## src/rtl/mips_inst_encoder.sv

```systemverilog
`default_nettype none
// ============================================================================
// Module   : mips_inst_encoder
// Brief    : Packs instruction fields into 32-bit MIPS words, buffers them in
//            a 2-entry FIFO and drains them to instruction memory at
//            auto-incrementing word addresses. Optional ENC_CHECKSUM_EN adds
//            a running XOR of every word written to memory.
// Revision : 1.0 - initial release
// ============================================================================
module mips_inst_encoder #(
    parameter int                ADDR_W    = 32,
    parameter logic [ADDR_W-1:0] BASE_ADDR = '0
) (
    input  logic              clk,
    input  logic              rst_n,
    input  logic              restart,
    input  logic              in_valid,
    output logic              in_ready,
    input  logic [3:0]        op_sel,
    input  logic [4:0]        rs,
    input  logic [4:0]        rt,
    input  logic [4:0]        rd,
    input  logic [4:0]        shamt,
    input  logic [15:0]       imm,
    input  logic [25:0]       target,
    output logic              mem_wr_en,
    input  logic              mem_ready,
    output logic [ADDR_W-1:0] mem_addr,
    output logic [31:0]       mem_data,
`ifdef ENC_CHECKSUM_EN
    output logic [31:0]       checksum,
`endif
    output logic              err
);

    localparam logic [5:0] c_OP_RTYPE = 6'h00;
    localparam logic [5:0] c_OP_ADDI  = 6'h08;
    localparam logic [5:0] c_OP_LW    = 6'h23;
    localparam logic [5:0] c_OP_SW    = 6'h2B;
    localparam logic [5:0] c_OP_BEQ   = 6'h04;
    localparam logic [5:0] c_OP_BNE   = 6'h05;
    localparam logic [5:0] c_OP_J     = 6'h02;
    localparam logic [ADDR_W-1:0] c_ADDR_STEP = ADDR_W'(4);

    logic [31:0]       w_word;
    logic              w_legal;
    logic              w_accept;
    logic              w_push;
    logic              w_pop;
    logic              w_full;
    logic              w_empty;

    logic [31:0]       r_fifo [2];
    logic              r_rd_ptr;
    logic              r_wr_ptr;
    logic [1:0]        r_count;
    logic [ADDR_W-1:0] r_addr;
    logic              r_err;

    always_comb begin
        w_word  = 32'd0;
        w_legal = 1'b1;
        case (op_sel)
            4'd0:  w_word = {c_OP_RTYPE, rs, rt, rd, 5'd0, 6'h20};
            4'd1:  w_word = {c_OP_RTYPE, rs, rt, rd, 5'd0, 6'h22};
            4'd2:  w_word = {c_OP_RTYPE, rs, rt, rd, 5'd0, 6'h24};
            4'd3:  w_word = {c_OP_RTYPE, rs, rt, rd, 5'd0, 6'h25};
            4'd4:  w_word = {c_OP_RTYPE, rs, rt, rd, 5'd0, 6'h2A};
            4'd5:  w_word = {c_OP_RTYPE, 5'd0, rt, rd, shamt, 6'h00};
            4'd6:  w_word = {c_OP_ADDI, rs, rt, imm};
            4'd7:  w_word = {c_OP_LW, rs, rt, imm};
            4'd8:  w_word = {c_OP_SW, rs, rt, imm};
            4'd9:  w_word = {c_OP_BEQ, rs, rt, imm};
            4'd10: w_word = {c_OP_BNE, rs, rt, imm};
            4'd11: w_word = {c_OP_J, target};
            default: w_legal = 1'b0;
        endcase
    end

    assign w_full    = (r_count == 2'd2);
    assign w_empty   = (r_count == 2'd0);
    assign in_ready  = !w_full && !restart;
    assign w_accept  = in_valid && in_ready;
    assign w_push    = w_accept && w_legal;
    assign mem_wr_en = !w_empty;
    // restart masks the pop so no write is reported as completed that cycle
    assign w_pop     = mem_wr_en && mem_ready && !restart;

    assign mem_data  = w_empty ? 32'd0 : r_fifo[r_rd_ptr];
    assign mem_addr  = r_addr;
    assign err       = r_err;

    always_ff @(posedge clk or negedge rst_n) begin
        if (!rst_n) begin
            r_fifo[0] <= 32'd0;
            r_fifo[1] <= 32'd0;
            r_rd_ptr  <= 1'b0;
            r_wr_ptr  <= 1'b0;
            r_count   <= 2'd0;
            r_addr    <= BASE_ADDR;
            r_err     <= 1'b0;
        end else if (restart) begin
            r_rd_ptr  <= 1'b0;
            r_wr_ptr  <= 1'b0;
            r_count   <= 2'd0;
            r_addr    <= BASE_ADDR;
            r_err     <= 1'b0;
        end else begin
            r_err <= w_accept && !w_legal;
            if (w_push) begin
                r_fifo[r_wr_ptr] <= w_word;
                r_wr_ptr         <= !r_wr_ptr;
            end
            if (w_pop) begin
                r_rd_ptr <= !r_rd_ptr;
                r_addr   <= r_addr + c_ADDR_STEP;
            end
            r_count <= r_count + {1'b0, w_push} - {1'b0, w_pop};
        end
    end

`ifdef ENC_CHECKSUM_EN
    logic [31:0] r_checksum;

    always_ff @(posedge clk or negedge rst_n) begin
        if (!rst_n) begin
            r_checksum <= 32'd0;
        end else if (restart) begin
            r_checksum <= 32'd0;
        end else if (w_pop) begin
            r_checksum <= r_checksum ^ mem_data;
        end
    end

    assign checksum = r_checksum;
`endif

endmodule
`default_nettype wire

```

## config.mk

```make
export PLATFORM = sky130hd
export DESIGN_NAME = mips_inst_encoder
export DESIGN_NICKNAME = d
export VERILOG_FILES = /design/src/rtl/mips_inst_encoder.sv
export SDC_FILE = /design/constraint.sdc
export NUM_CORES = 1
export LEC_CHECK = 0
export CORE_MARGIN = 4
export CORE_UTILIZATION = 52
export CTS_BUF_LIST = sky130_fd_sc_hd__clkbuf_8 sky130_fd_sc_hd__clkbuf_16
export DETAILED_ROUTE_END_ITERATION = 12
export PLACE_DENSITY_LB_ADDON = 0.08
export SYNTH_ARGS = -nofsm -noshare
export SYNTH_HDL_FRONTEND = slang
export SYNTH_SLANG_ARGS = --single-unit
```

## constraint.sdc

```tcl
create_clock -name clk -period 3.6 [get_ports clk]
set_input_delay 0.36 -clock clk [delete_from_list [all_inputs] [get_ports clk]]
set_output_delay 0.36 -clock clk [all_outputs]
set_load 0.05 [all_outputs]
```

# Yosys cells after proc, flatten, opt, wreduce, memory -nomap -nowiden
# Index checks and enable logic that the tools add are counted.
# word_totals
register_bits,101
# classes
n_addsub,3
order_cmp,3
n_eq_ne,12
n_mux,17
bitwise_logic,3
n_reduce_logical,19
# ops
op,count
$pmux W32 S12,1
$mux W32,7
$bwmux W64,1
$add A32 B3 Y32 const B,1
$demux W32 S1,1
$eq A4 B3 Y1 const B,4
$eq A4 B4 Y1 const B,4
$reduce_or A12 Y1,1
$eq A4 B2 Y1 const B,2
$logic_and A1 B1 Y1,7
$logic_not A1 Y1,6
$mux W1,6
$eq A4 B1 Y1 const B,1
$ge A2 B2 Y1 const B,2
$logic_not A4 Y1,1
$not A1 Y2,2
$reduce_bool A2 Y1,2
$add A2 B1 Y2,1
$eq A2 B2 Y1 const B,1
$logic_not A2 Y1,1
$lt A2 B1 Y1 const B,1
$mux W2,1
$reduce_and A2 Y1,1
$sub A2 B1 Y2,1
$not A1 Y1,1

# Longest topological paths before layout
# Gate-level depths: netlist of run 1.
# depth
ltp_word,8
depth_mapped,8

# Least setup slack after synthesis of run 1
# OpenSTA, ideal clock, no wires.
# synth_timing
kind,input -> register
from,input restart
to,register r_fifo[3] (netlist bit)
setup_ns,0.128
arrival_time_ns,1.807
slack_ns,1.665
cell_stages,5
n_path_buf,2
path_cell_list,buf_2 -> a21oi_2 -> nand4_4 -> buf_2 -> mux2_1
# synth_via
elab_chain_len,5
word_cells_on_any_way,6
classes_between,bitwise: 1; reduce/logical: 5
# synth_lines
item,line,source
from (decl),16,"input logic restart,"
$logic_not A1 Y1,82,assign in_ready = !w_full && !restart;
$logic_and A1 B1 Y1,82,
named net in_ready,18,"output logic in_ready,"
$logic_and A1 B1 Y1,83,assign w_accept = in_valid && in_ready;
$logic_and A1 B1 Y1,84,assign w_push = w_accept && w_legal;
$reduce_and A2 Y1 (no source line),--,
"to (signal, indexed assignment)",111,r_fifo[r_wr_ptr] <= w_word;
to (decl),53,logic [31:0] r_fifo [2];
# The timed path passes the listed nets, and every way through them passes these cells.
# A chain may end at the register's enable or synchronous reset.

# Final worst setup path of run 1
# layout_timing
from,register r_rd_ptr
to,output mem_data[1]
# layout_via
elab_chain_len,5
# layout_lines
item,line,source
from (decl),54,logic r_rd_ptr;
from (signal assigned),115,r_rd_ptr <= !r_rd_ptr;
$not A1 Y2 (not written as such),89,assign mem_data = w_empty ? 32'd0 : r_fifo[r_rd_ptr];
$mux W32 (not written as such) (3 in a row),89,
$mux W32,89,
to (decl),29,"output logic [31:0] mem_data,"
# Every way passes these cells. The select of a mux whose other input is x is not followed.

==> reports/summary.md, run 1 <==
The run finished with clean final reports. Starting DRC count in detailed routing: 147. Across all layers, the routed design uses 4197 vias. In the synthesized netlist, the number of instances is 522. After synthesis, the netlist uses 45 different library cells.

The cell area that synthesis handed to floorplanning was 4966 um2. The tools report the total global routing track utilization as 21.82%. Measured along the y axis, the die boundary spans 105.7 um.

In this run the remaining antenna-violating nets after routing total 0. Gates resized during post-CTS repair numbered 0. TritonCTS created 9 clock buffers.

Derived from the worst setup path, the maximum achievable clock frequency is 368.8 MHz. After the last flow step, the layout net total stands at 716. In this run the worst path has a maximum fanout of 32. For this run, the leading register cell type out of synthesis is sky130_fd_sc_hd__dfrtp_1.

Sequential cells were found to cover 48.88% of the synthesized design area. CTS placed an instance of sky130_fd_sc_hd__clkbuf_8 at the clock tree root. The die is 105.7 um wide. The number of port buffers was 134. The cell row count was 35; the routed wire length per instance was 15.50 um. The number of levels the H-tree was split into is 3. The worst setup path is captured at a primary output. TritonCTS sink count: 97. In this run the power density over the cells is 488.2 nW/um2.

Across all setup checks in the final design, the least slack found is 0.8887 ns. Summed over all cells, the static leakage comes to 2.712 nW. The logs give 53.49% for the initial core utilization and 4130 for the number of global-route vias before repair. The headroom to the max-slew limit is 38.65%.

The worst hold path belongs to the class in2async. The wire length after detailed routing is 12030 um. The area growth from synthesis to layout is 32.15%.

Setup repair after global routing left no endpoint under its margin. The logs give 0 for the count of pins over their slew limit and 0 for the Yosys warning count. The number of maximum-capacitance constraint violations is 0, and the number of flops mapped to enable cells by yosys is 0. The clock-pin slew on the worst setup and hold paths came out at 0.10 ns. Counting I/O delays and the setup requirement, the final critical path takes 2.711 ns. Wire length of the first global-routing pass: 19780 um. Entering global routing, the biggest net connects 75 pins.

For the floorplan die area, the log shows 11180 um2. The slowest stage of the critical path belongs to the cell sky130_fd_sc_hd__clkdlybuf4s50_1. Dividing the detail-routed via count by the number of cells gives 5.409. After clock tree synthesis, the setup repair step added 0 buffers. Flip-flop and latch count after synthesis: 97. The worst supply voltage drop on vdd came out at 0.0003319 V.

TritonCTS built the clock tree. The slew at the pin closest to its max-slew limit came out at 0.9203 ns. Biggest cell delay along the critical path: 0.83 ns. The number of hold violations in the final report came out at 0.

The floorplan step defined a core boundary enclosing 9284 um2. The clock passes through at most 2 buffers. Last weighted congestion value of the routability-driven placer: 0.8502.

On the final layout, the worst clock skew is 0.01429 ns. For this run, design rule violations remaining after detail routing come to 0. For the setup violation total in the final timing report, the log shows 0. The setup TNS was 0 ns; the number of hold-repair buffers added at the cts stage was 0. The setup path with the least slack is of type reg2out.

The launching point of the worst reg2reg path is r_count[1]. The logs give 3.24 ns for the critical path data required time and 0.37 ns for the source-to-sink clock delay at the later pin of the worst-skew pair. Walking the worst path, the cells encountered are buf_4 -> mux2i_1 -> nor2_1 -> clkdlybuf4s50_1. The final critical path takes up 75.31% of the cycle. Before CTS, the worst setup slack after placement is 0.7232 ns. After global routing the overflow that remains totals 0. The number of ports placed on the die boundary is 138. The start point of the critical path was r_rd_ptr.

Detailed placement finished with a half-perimeter wire length of 8720 um. Total iterations of the first detailed-routing run: 4. Of the cells placed in the final design, the portion with a size suffix greater than 1 is 7.110%. In the synthesized netlist the async set-or-reset flop fraction comes to 100.0%. The antenna diode count was 0. The worst setup path is launched from a flip-flop.

Initial antenna violation count: 0. The synthesized area divided by synthesized cell count is 9.513 um2, and the critical path data arrival time is 2.35 ns.
[where the power goes]
group          internal [mW]  total (mW)  switching, mW
registers               1.30        1.41          0.117
clock network          0.271       0.667          0.395
logic                  0.442        1.12          0.681
total                   2.01        3.20           1.19
[logic make-up after synthesis]
family,share of synthesized area [%]
fa+ha+maj,0.7559
xor+xnor,5.820
flops,48.88
compound gates,12.30
other cells,0.07551
mux,10.03
buf+inv,4.182
simple gates,17.96
[worst paths after layout]
path / to / slack, ns / cells after the start
worst max-delay path: mem_data[1] / 0.89 / 4
worst min register to register: r_fifo[27] / 0.49 / 2
worst min-delay path: mem_addr[6] / 0.11 / 1
max in group asynchronous: r_fifo[21] / 2.74 / 2
min in group clk: r_fifo[27] / 0.49 / 2
worst max register to register: mem_addr[31] / 1.50 / 5
[placed cells by master, fill, tap and decap left out, types with 5 or more instances in the layout]
cell type,count
sky130_fd_sc_hd__dfrtp_1,96
sky130_fd_sc_hd__mux2i_1,34
sky130_fd_sc_hd__a32o_1,5
sky130_fd_sc_hd__mux2_2,12
sky130_fd_sc_hd__clkdlybuf4s50_1,133
sky130_fd_sc_hd__a222oi_1,5
sky130_fd_sc_hd__xor2_1,28
sky130_fd_sc_hd__o21ai_1,21
sky130_fd_sc_hd__clkbuf_8,10
sky130_fd_sc_hd__nand4_1,12
sky130_fd_sc_hd__nand2_1,44
sky130_fd_sc_hd__a21oi_1,32
sky130_fd_sc_hd__buf_4,9
sky130_fd_sc_hd__inv_1,9
sky130_fd_sc_hd__a22oi_1,16
sky130_fd_sc_hd__nand3_1,14
sky130_fd_sc_hd__xnor2_1,5
sky130_fd_sc_hd__o21ai_0,9
sky130_fd_sc_hd__nor2_1,99
[routing by layer]
metal | track usage (%) | vias up | routed length [um]
li1 | - | 2043 | -
met1 | 26.86 | 2012 | 4944
met2 | 37.98 | 127 | 6109
met3 | 5.450 | 15 | 791
met4 | 6.290 | 0 | 185
met5 | 0 | - | 0
[flip-flops by register name, indices dropped and copies added, names as in the netlist]
| signal | cells |
|---|---|
| r_rd_ptr | 1 |
| r_wr_ptr | 1 |
| r_fifo | 62 |
| mem_addr | 30 |
| r_count | 2 |
| err | 1 |
[synthesized netlist by cell type (all sizes together) (8+ instances only)]
| cell type | number | share of area (%) |
|---|---|---|
| a21oi | 33 | 3.4 |
| a22oi | 16 | 2.4 |
| buf | 21 | 2.4 |
| clkbuf | 15 | 1.1 |
| dfrtp | 97 | 49 |
| inv | 8 | 0.60 |
| mux2 | 14 | 3.2 |
| mux2i | 34 | 6.9 |
| nand2 | 44 | 3.3 |
| nand3 | 14 | 1.4 |
| nand4 | 13 | 1.9 |
| nor2 | 102 | 7.9 |
| o21ai | 31 | 3.2 |
| xor2 | 28 | 4.9 |
[worst max-delay path: cells and delay by family (launching register included)]
family                 cells  cell delay [ns]
buffers and inverters      2             1.31
and+or+nand+nor            1             0.17
muxes                      1             0.16
DFF                        1             0.35
[area by class of cell]
class | count | area [um2]
Fill cell | 764 | 2721
Tap cell | 129 | 161.4
Clock inverter | 6 | 45.04
Multi-Input combinational cell | 383 | 2341
Timing Repair Buffer | 143 | 1419
Inverter | 8 | 30.03
Clock buffer | 10 | 137.6
Sequential cell | 97 | 2429
[per-stage QoR]
step	std cells	hold slack, ns	total power [mW]	utilization, %	cell area, um2
2_1_floorplan	524	0.06441	2.166	-	4974
3_3_place_gp	760	0.4615	2.533	68.72	6380
3_5_place_dp	760	0.4741	2.568	68.72	6380
4_1_cts	776	0.1529	3.230	70.69	6563
5_1_grt	776	0.1841	3.394	70.69	6563
6_report	776	0.1089	3.204	70.69	6563
Power figures use the tool's default switching activity.
==> run 2: changes to the inputs <==
- CORE_UTILIZATION: 52 -> 48
- clock period: 3.6 -> 2.7 ns (I/O delays scaled with it)
==> run 2 against run 1 <==
Setup slack got worse by 0.65 ns. Die area rose by 7.7%. Final area rose by 1.6%. Critical path depth did not move. Clock skew rose by 0.0011 ns. Register-to-register slack got worse by 0.72 ns. Total power rose by 35%. Largest power group unchanged. First-iteration DRC count rose by 44%. Sequential share of layout area fell by 0.57 points. Critical path type unchanged. Core utilization fell by 3.4 points.
==> reports/summary.md, run 2 (synthesis results as in run 1) <==
The flow ran to the end, and the final reports show no timing, DRC or antenna violations. The total global routing track utilization was 21.03% (was 21.82%); the routed wire length per instance was 15.28 um (was 15.50 um). Number of maximum-capacitance constraint violations: 0 (unchanged). Final core utilization: 67.26% (was 70.69%). Top library cells by usage in the layout, fill and taps aside: sky130_fd_sc_hd__clkdlybuf4s50_1, sky130_fd_sc_hd__nor2_1, sky130_fd_sc_hd__dfrtp_1, sky130_fd_sc_hd__nand2_1, sky130_fd_sc_hd__mux2i_1 (unchanged).

The tools report the last weighted congestion value of the routability-driven placer as 0.7855 (was 0.8502). Destination of the worst register-to-register timing path: mem_addr[31] (unchanged). The antenna diode count is 0 (unchanged), and the number of port buffers is 134 (unchanged). The wire length of the first global-routing pass was 20090 um (was 19780 um); the via-per-instance ratio was 5.393 (was 5.409). The tools report the setup violation total in the final timing report as 0 (unchanged).

The most flop-heavy register is r_fifo (unchanged). The number of nets in the final layout was 728 (was 716). The clock-pin slew on the worst setup and hold paths was 0.10 ns (about the same).

The area of all placed cells without fillers was 6665 um2 (was 6563 um2). Most frequent standard cell in the layout excluding fill and tap cells: sky130_fd_sc_hd__clkdlybuf4s50_1 (unchanged). The minimum setup slack in the final design was 0.2397 ns (was 0.8887 ns); the fill cell instance count of the final layout was 836 (was 764). The classification of the worst setup path is reg2out (unchanged).

The worst supply voltage drop on vdd is 0.0004373 V (was 0.0003319 V). Class of the tightest hold or removal check: in2async (unchanged). The post-route antenna net violation count is 0 (unchanged).

Residual overflow from global routing: 0 (unchanged). The tools report the setup TNS as 0 ns (unchanged). For the core area, the log shows 9910 um2 (was 9284 um2). The floorplan die area was 12040 um2 (was 11180 um2); the number of cells traversed by the worst register-to-register path was 5 (unchanged). For the cell row count, the log shows 36 (was 35). The tools report the worst clock skew as 0.01534 ns (was 0.01429 ns).

The highest net fanout along the worst path was 26 (was 32); the TritonCTS sink count was 97 (unchanged). The tools report the source-to-sink clock delay at the later pin of the worst-skew pair as 0.35 ns (was 0.37 ns). The final hold slack was 0.4713 ns (was 0.1089 ns); the number of instances in the placed design was 775 (was 760). Initial antenna violation count: 0 (unchanged). The critical path data required time came out at 2.43 ns (was 3.24 ns). The power per standard cell area is 647.1 nW/um2 (was 488.2 nW/um2). The number of flip-flops under the largest register name works out to 62 (unchanged). The logs give 792 (was 776) for the final cell count without fillers and 0 (unchanged) for the number of cells upsized or downsized after cts.

The number of levels the H-tree was split into came out at 3 (unchanged). The launching point of the worst reg2reg path was mem_addr[8] (was r_count[1]). The run gives 4271 (was 4197) as the via count of the routed design.

Dividing the final minimum period by the clock period gives 91.12%. The leakage power is 2.820 nW (was 2.712 nW). The slew at the pin closest to its max-slew limit came out at 0.8264 ns (was 0.9203 ns). The CTS buffer count was 9 (unchanged); the largest net degree at the start of global routing was 51 (was 75). The placement-stage cell area came out at 6455 um2 (was 6380 um2). The count of pins over their slew limit was 0 (unchanged); the vertical die dimension was 109.7 um (was 105.7 um). The HPWL after detailed placement was 8961 um (was 8720 um).

Number of hold violations in the final report: 0 (unchanged). TritonCTS built the clock tree. The logs give 4198 (was 4130) for the number of global-route vias before repair and 44.54% (was 38.65%) for the headroom to the max-slew limit. Setup repair after global routing left no endpoint under its margin.

The tools report the remaining routing DRC violations as 0 (unchanged). Based on the critical path, the design can be clocked at up to 406.5 MHz. The maximum buffer depth of the clock tree is 2 (unchanged). For the sequential standard cell area, the log shows 2429 um2 (unchanged). The critical path launch point type is a flip-flop (unchanged).

The ratio of cells with drive above 1 in the final layout came out at 11.08% (was 7.110%). The tools report the initial core utilization as 50.11% (was 53.49%). The number of ports placed on the die boundary is 138 (unchanged), and the shortest clock period the worst path allows after layout is 2.460 ns. The run gives 2.19 ns (was 2.35 ns) as the critical path data arrival time.

The start point of the critical path is r_count[1] (was r_rd_ptr). For the footprint of the multi-input gates, the log shows 2341 um2 (unchanged). The starting DRC count in detailed routing is 212 (was 147). The CTS root buffer is sky130_fd_sc_hd__clkbuf_8 (unchanged).

The run gives 0.78 ns (was 1.50 ns) as the register-to-register path setup slack. For the total iterations of the first detailed-routing run, the log shows 4 (unchanged). The wire length after detailed routing is 12110 um (was 12030 um). The timing endpoint of the critical path is mem_data[4] (was mem_data[1]). The die extent in x is 109.7 um (was 105.7 um). The total power is 4.313 mW (was 3.204 mW).

Endpoint type of the worst setup path: a primary output (unchanged). The area growth from synthesis to layout was 34.22% (was 32.15%). For the worst setup slack after placement, the log shows 0.4242 ns (was 0.7232 ns).
-- run 2: worst min path at each step --
| stage | from | end |
|---|---|---|
| after global placement | rst_n | mem_addr[7] |
| after global routing | rst_n | mem_addr[6] |
| after CTS | rst_n | mem_addr[13] |
| after detailed placement | rst_n | mem_addr[6] |
| after floorplan | rst_n | err |
| final | rst_n | mem_addr[7] |
-- run 2: worst max-delay path: stages, from the launching register on --
cell	delay, ns
sky130_fd_sc_hd__dfrtp_1	0.49
sky130_fd_sc_hd__nor2_2	0.08
sky130_fd_sc_hd__buf_4	0.24
sky130_fd_sc_hd__nor2_1	0.20
sky130_fd_sc_hd__clkdlybuf4s50_1	0.83
-- run 2: where the power goes --
part           internal [mW]  leakage (nW)  switching (mW)
registers               1.73          1.26           0.159
logic                  0.599          1.46           0.903
clock network          0.383         0.102           0.539
total                   2.71          2.82            1.60
-- run 2: per-layer routing --
layer  up-vias  global-route usage, %  wire [um]
met5         -                      0          0
met4         0                  7.391        235
met3        19                  3.758        686
met2       130                  36.14       6077
met1      2060                  26.66       5104
li1       2062                      -          -
-- run 2: cell type report --
class	count	area share (%)
timing repair buffer	155	22.49
sequential	97	36.44
multi-input combinational	383	35.12
clock buffer	10	2.065
inverter	8	0.4505
tap	133	2.497
clock inverter	6	0.9386
-- run 2: repair_timing --
item / CTS / global route
endpoints found under the hold margin: 49 / 0
setup buffers: 0 / 0
hold buffers: 1 / 0
endpoints found under the setup margin: 0 / 0
==> run 3: changes to the inputs <==
--- a/config.mk
+++ b/config.mk
@@ -8,5 +8,4 @@
 export CORE_MARGIN = 4
 export CORE_UTILIZATION = 48
-export CTS_BUF_LIST = sky130_fd_sc_hd__clkbuf_8 sky130_fd_sc_hd__clkbuf_16
 export DETAILED_ROUTE_END_ITERATION = 12
 export PLACE_DENSITY_LB_ADDON = 0.08
==> constraint.sdc (replaced) <==
create_clock -name clk -period 2.7 [get_ports clk]
set_input_delay 0.405 -clock clk [delete_from_list [all_inputs] [get_ports clk]]
set_output_delay 0.405 -clock clk [all_outputs]
set_load 0.1 [all_outputs]
==> run 3 against run 2 <==
Sequential power about the same. Sequential cell count unchanged. Wire length increased by 2.8%. Sequential share of layout area decreased by 1.3 points. Maximum frequency increased by 9.2%. Core utilization increased by 2.5 points. Largest cell class unchanged. Highest routed layer unchanged.
==> reports/summary.md, run 3 (synthesis results as in run 1) <==
The remaining routing DRC violations was 0 (unchanged); the core area was 9910 um2 (unchanged). The number of global-route vias before repair is 4355 (was 4198). The highest net fanout along the worst path came out at 19 (was 26).

The run gives 775 (unchanged) as the number of instances in the placed design. The CTS buffer count was 9 (unchanged). Number of hold violations in the final report: 0 (unchanged). The ratio of cells with drive above 1 in the final layout works out to 18.39% (was 11.08%). The via-per-instance ratio was 5.401 (was 5.393). The cell that appears most often on the critical path is sky130_fd_sc_hd__buf_12. The fill cell instance count of the final layout was 806 (was 836). The total power came out at 4.942 mW (was 4.313 mW). The setup TNS was 0 ns (unchanged). The number of cells traversed by the worst register-to-register path is 7 (was 5), and the number of nets in the final layout is 727 (was 728). The class of the tightest hold or removal check was in2async (unchanged). The cell row count was 36 (unchanged); the vertical die dimension was 109.7 um (unchanged). The number of levels the H-tree was split into was 3 (unchanged); the area growth from synthesis to layout was 39.28% (was 34.22%).

The power per standard cell area is 714.5 nW/um2 (was 647.1 nW/um2), and the total global routing track utilization is 21.69% (was 21.03%). Setup repair after global routing left no endpoint under its margin. The tools report the final core utilization as 69.80% (was 67.26%).

The shortest clock period the worst path allows after layout came out at 2.254 ns (was 2.460 ns). Number of cells on the critical path: 4 (unchanged). Most flop-heavy register: r_fifo (unchanged). The number of port buffers was 134 (unchanged); the critical path data required time was 2.30 ns (was 2.43 ns).

The destination of the worst register-to-register timing path was r_count[1] (was mem_addr[31]). The starting DRC count in detailed routing was 221 (was 212); the total iterations of the first detailed-routing run was 5 (was 4). The tools report the worst supply voltage drop on vdd as 0.0005259 V (was 0.0004373 V).

The biggest cell delay along the critical path was 0.67 ns (was 0.83 ns); the number of ports placed on the die boundary was 138 (unchanged). The minimum setup slack in the final design was 0.4461 ns (was 0.2397 ns); the placement-stage cell area was 6745 um2 (was 6455 um2). Wire length of the first global-routing pass: 20380 um (was 20090 um). The tools report the source-to-sink clock delay at the later pin of the worst-skew pair as 0.36 ns (was 0.35 ns). Cells along the critical path: buf_12 -> mux2i_1 -> nor2_1 -> buf_12 (was nor2_2 -> buf_4 -> nor2_1 -> clkdlybuf4s50_1).

Classification of the worst setup path: reg2out (unchanged). The run gives 97 (unchanged) as the TritonCTS sink count. The tools report the largest net degree at the start of global routing as 57 (was 51). Critical path launch point type: a flip-flop (unchanged). The cell type of the slowest stage on the worst timing path was sky130_fd_sc_hd__dfrtp_2 (was sky130_fd_sc_hd__clkdlybuf4s50_1). Clock-pin slew on the worst setup and hold paths: 0.09 ns (was 0.10 ns).

Endpoint type of the worst setup path: a primary output (unchanged). The post-route antenna net violation count is 0 (unchanged). The portion of the clock cycle consumed by the worst path in the final layout is 83.48% (was 91.12%). The antenna diode count was 0 (unchanged); the count of pins over their slew limit was 0 (unchanged).

Setup fix buffers added after clock tree synthesis: 0 (unchanged). The final cell count without fillers is 791 (was 792). The tools report the via count of the routed design as 4272 (was 4271).

Top library cells by usage in the layout, fill and taps aside: sky130_fd_sc_hd__nor2_1, sky130_fd_sc_hd__dfrtp_1, sky130_fd_sc_hd__clkdlybuf4s50_1, sky130_fd_sc_hd__buf_4, sky130_fd_sc_hd__nand2_1 (was sky130_fd_sc_hd__clkdlybuf4s50_1, sky130_fd_sc_hd__nor2_1, sky130_fd_sc_hd__dfrtp_1, sky130_fd_sc_hd__nand2_1, sky130_fd_sc_hd__mux2i_1). Final hold slack: 0.09934 ns (was 0.4713 ns). The tools report the CTS root buffer as sky130_fd_sc_hd__clkbuf_8 (unchanged). The run gives 41.58% (was 44.54%) as the headroom to the max-slew limit.

The most frequent standard cell in the layout excluding fill and tap cells is sky130_fd_sc_hd__nor2_1 (was sky130_fd_sc_hd__clkdlybuf4s50_1). The critical path data arrival time came out at 1.85 ns (was 2.19 ns). TritonCTS built the clock tree.

The area of all placed cells without fillers came out at 6917 um2 (was 6665 um2). Number of hold-repair buffers added at the cts stage: 0 (was 1). The flow ran to the end, and the final reports show no timing, DRC or antenna violations.

Register-to-register path setup slack: 0.86 ns (was 0.78 ns). The buffers plus inverters on the worst setup path is 2 (unchanged), and the slew at the pin closest to its max-slew limit is 0.8705 ns (was 0.8264 ns). The kind of cell with the highest combined delay on the critical path is flip-flops (was buffers and inverters). The setup violation total in the final timing report came out at 0 (unchanged).

The worst setup slack after placement was 0.2797 ns (was 0.4242 ns). The run gives 0 (unchanged) as the residual overflow from global routing. Number of flip-flops under the largest register name: 62 (unchanged). HPWL after detailed placement: 9067 um (was 8961 um).

The tools report the launching point of the worst reg2reg path as r_count[1] (was mem_addr[8]). The tools report the fmax as 443.7 MHz (was 406.5 MHz). The last weighted congestion value of the routability-driven placer was 0.8345 (was 0.7855). The wire length after detailed routing came out at 12440 um (was 12110 um). The initial antenna violation count was 0 (unchanged).

For the floorplan die area, the log shows 12040 um2 (unchanged). For the leakage power, the log shows 3.001 nW (was 2.820 nW). The routed wire length per instance works out to 15.73 um (was 15.28 um). The run gives 0 (unchanged) as the number of cells upsized or downsized after cts. The tools report the worst clock skew as 0.01214 ns (was 0.01534 ns).

The die extent in x is 109.7 um (unchanged), and the number of maximum-capacitance constraint violations is 0 (unchanged). The run gives 50.11% (unchanged) as the initial core utilization. The maximum buffer depth of the clock tree was 2 (unchanged).
==> run 3: cell types whose count changed in the layout (fill, tap and decap cells not counted), moves of 2 or more <==
cell,before,now
sky130_fd_sc_hd__buf_12,3,36
sky130_fd_sc_hd__buf_4,33,49
sky130_fd_sc_hd__clkdlybuf4s50_1,118,69
sky130_fd_sc_hd__clkinv_2,0,2
==> run 3: worst reg2reg max path, delay by kind of cell (launching register included) <==
| kind | cells | cell delay [ns] |
|---|---|---|
| AO/OA/AOI/OAI | 1 | 0.42 |
| XOR/XNOR | 1 | 0.18 |
| adder cells (fa/ha/maj) | 2 | 0.47 |
| buffers and inverters | 1 | 0.04 |
| flip-flops | 1 | 0.47 |
| AND/OR/NAND/NOR | 2 | 0.15 |
==> run 3: routing by layer <==
metal  share of wire (%)  vias to the layer above  global-route usage (%)  wire, um
met2                  51                      113                   37.75      6323
met1                  42                     2091                   26.46      5240
met4                 1.1                        0                   7.836       138
li1                    -                     2061                       -         -
met3                 5.9                        7                   4.698       739
met5                   0                        -                       0         0
==> run 3: cell type report <==
cell class | instances | area (um2) | share of cell area (%)
sequential | 97 | 2429 | 35.11
multi-input combinational | 383 | 2341 | 33.85
timing repair buffer | 154 | 1779 | 25.72
tap | 133 | 166.4 | 2.406
clock buffer | 10 | 127.6 | 1.845
clock inverter | 6 | 43.79 | 0.6331
inverter | 8 | 30.03 | 0.4342
==> run 3: worst max-delay path by stage <==
stage	from	end	slack, ns
final	r_rd_ptr	mem_data[8]	0.45
after CTS	r_rd_ptr	mem_data[31]	0.42
after detailed placement	op_sel[2]	r_fifo[56]	0.28
after floorplan	r_rd_ptr	mem_data[0]	0.17
after global placement	op_sel[2]	r_fifo[44]	0.30
after global routing	r_rd_ptr	mem_data[31]	0.34
==> run 3: report_power, final <==
| group | leakage, nW | switching, mW | internal (mW) |
|---|---|---|---|
| logic | 1.65 | 1.37 | 0.809 |
| registers | 1.26 | 0.179 | 1.73 |
| clock network | 0.0866 | 0.511 | 0.339 |
| total | 3.00 | 2.06 | 2.88 |
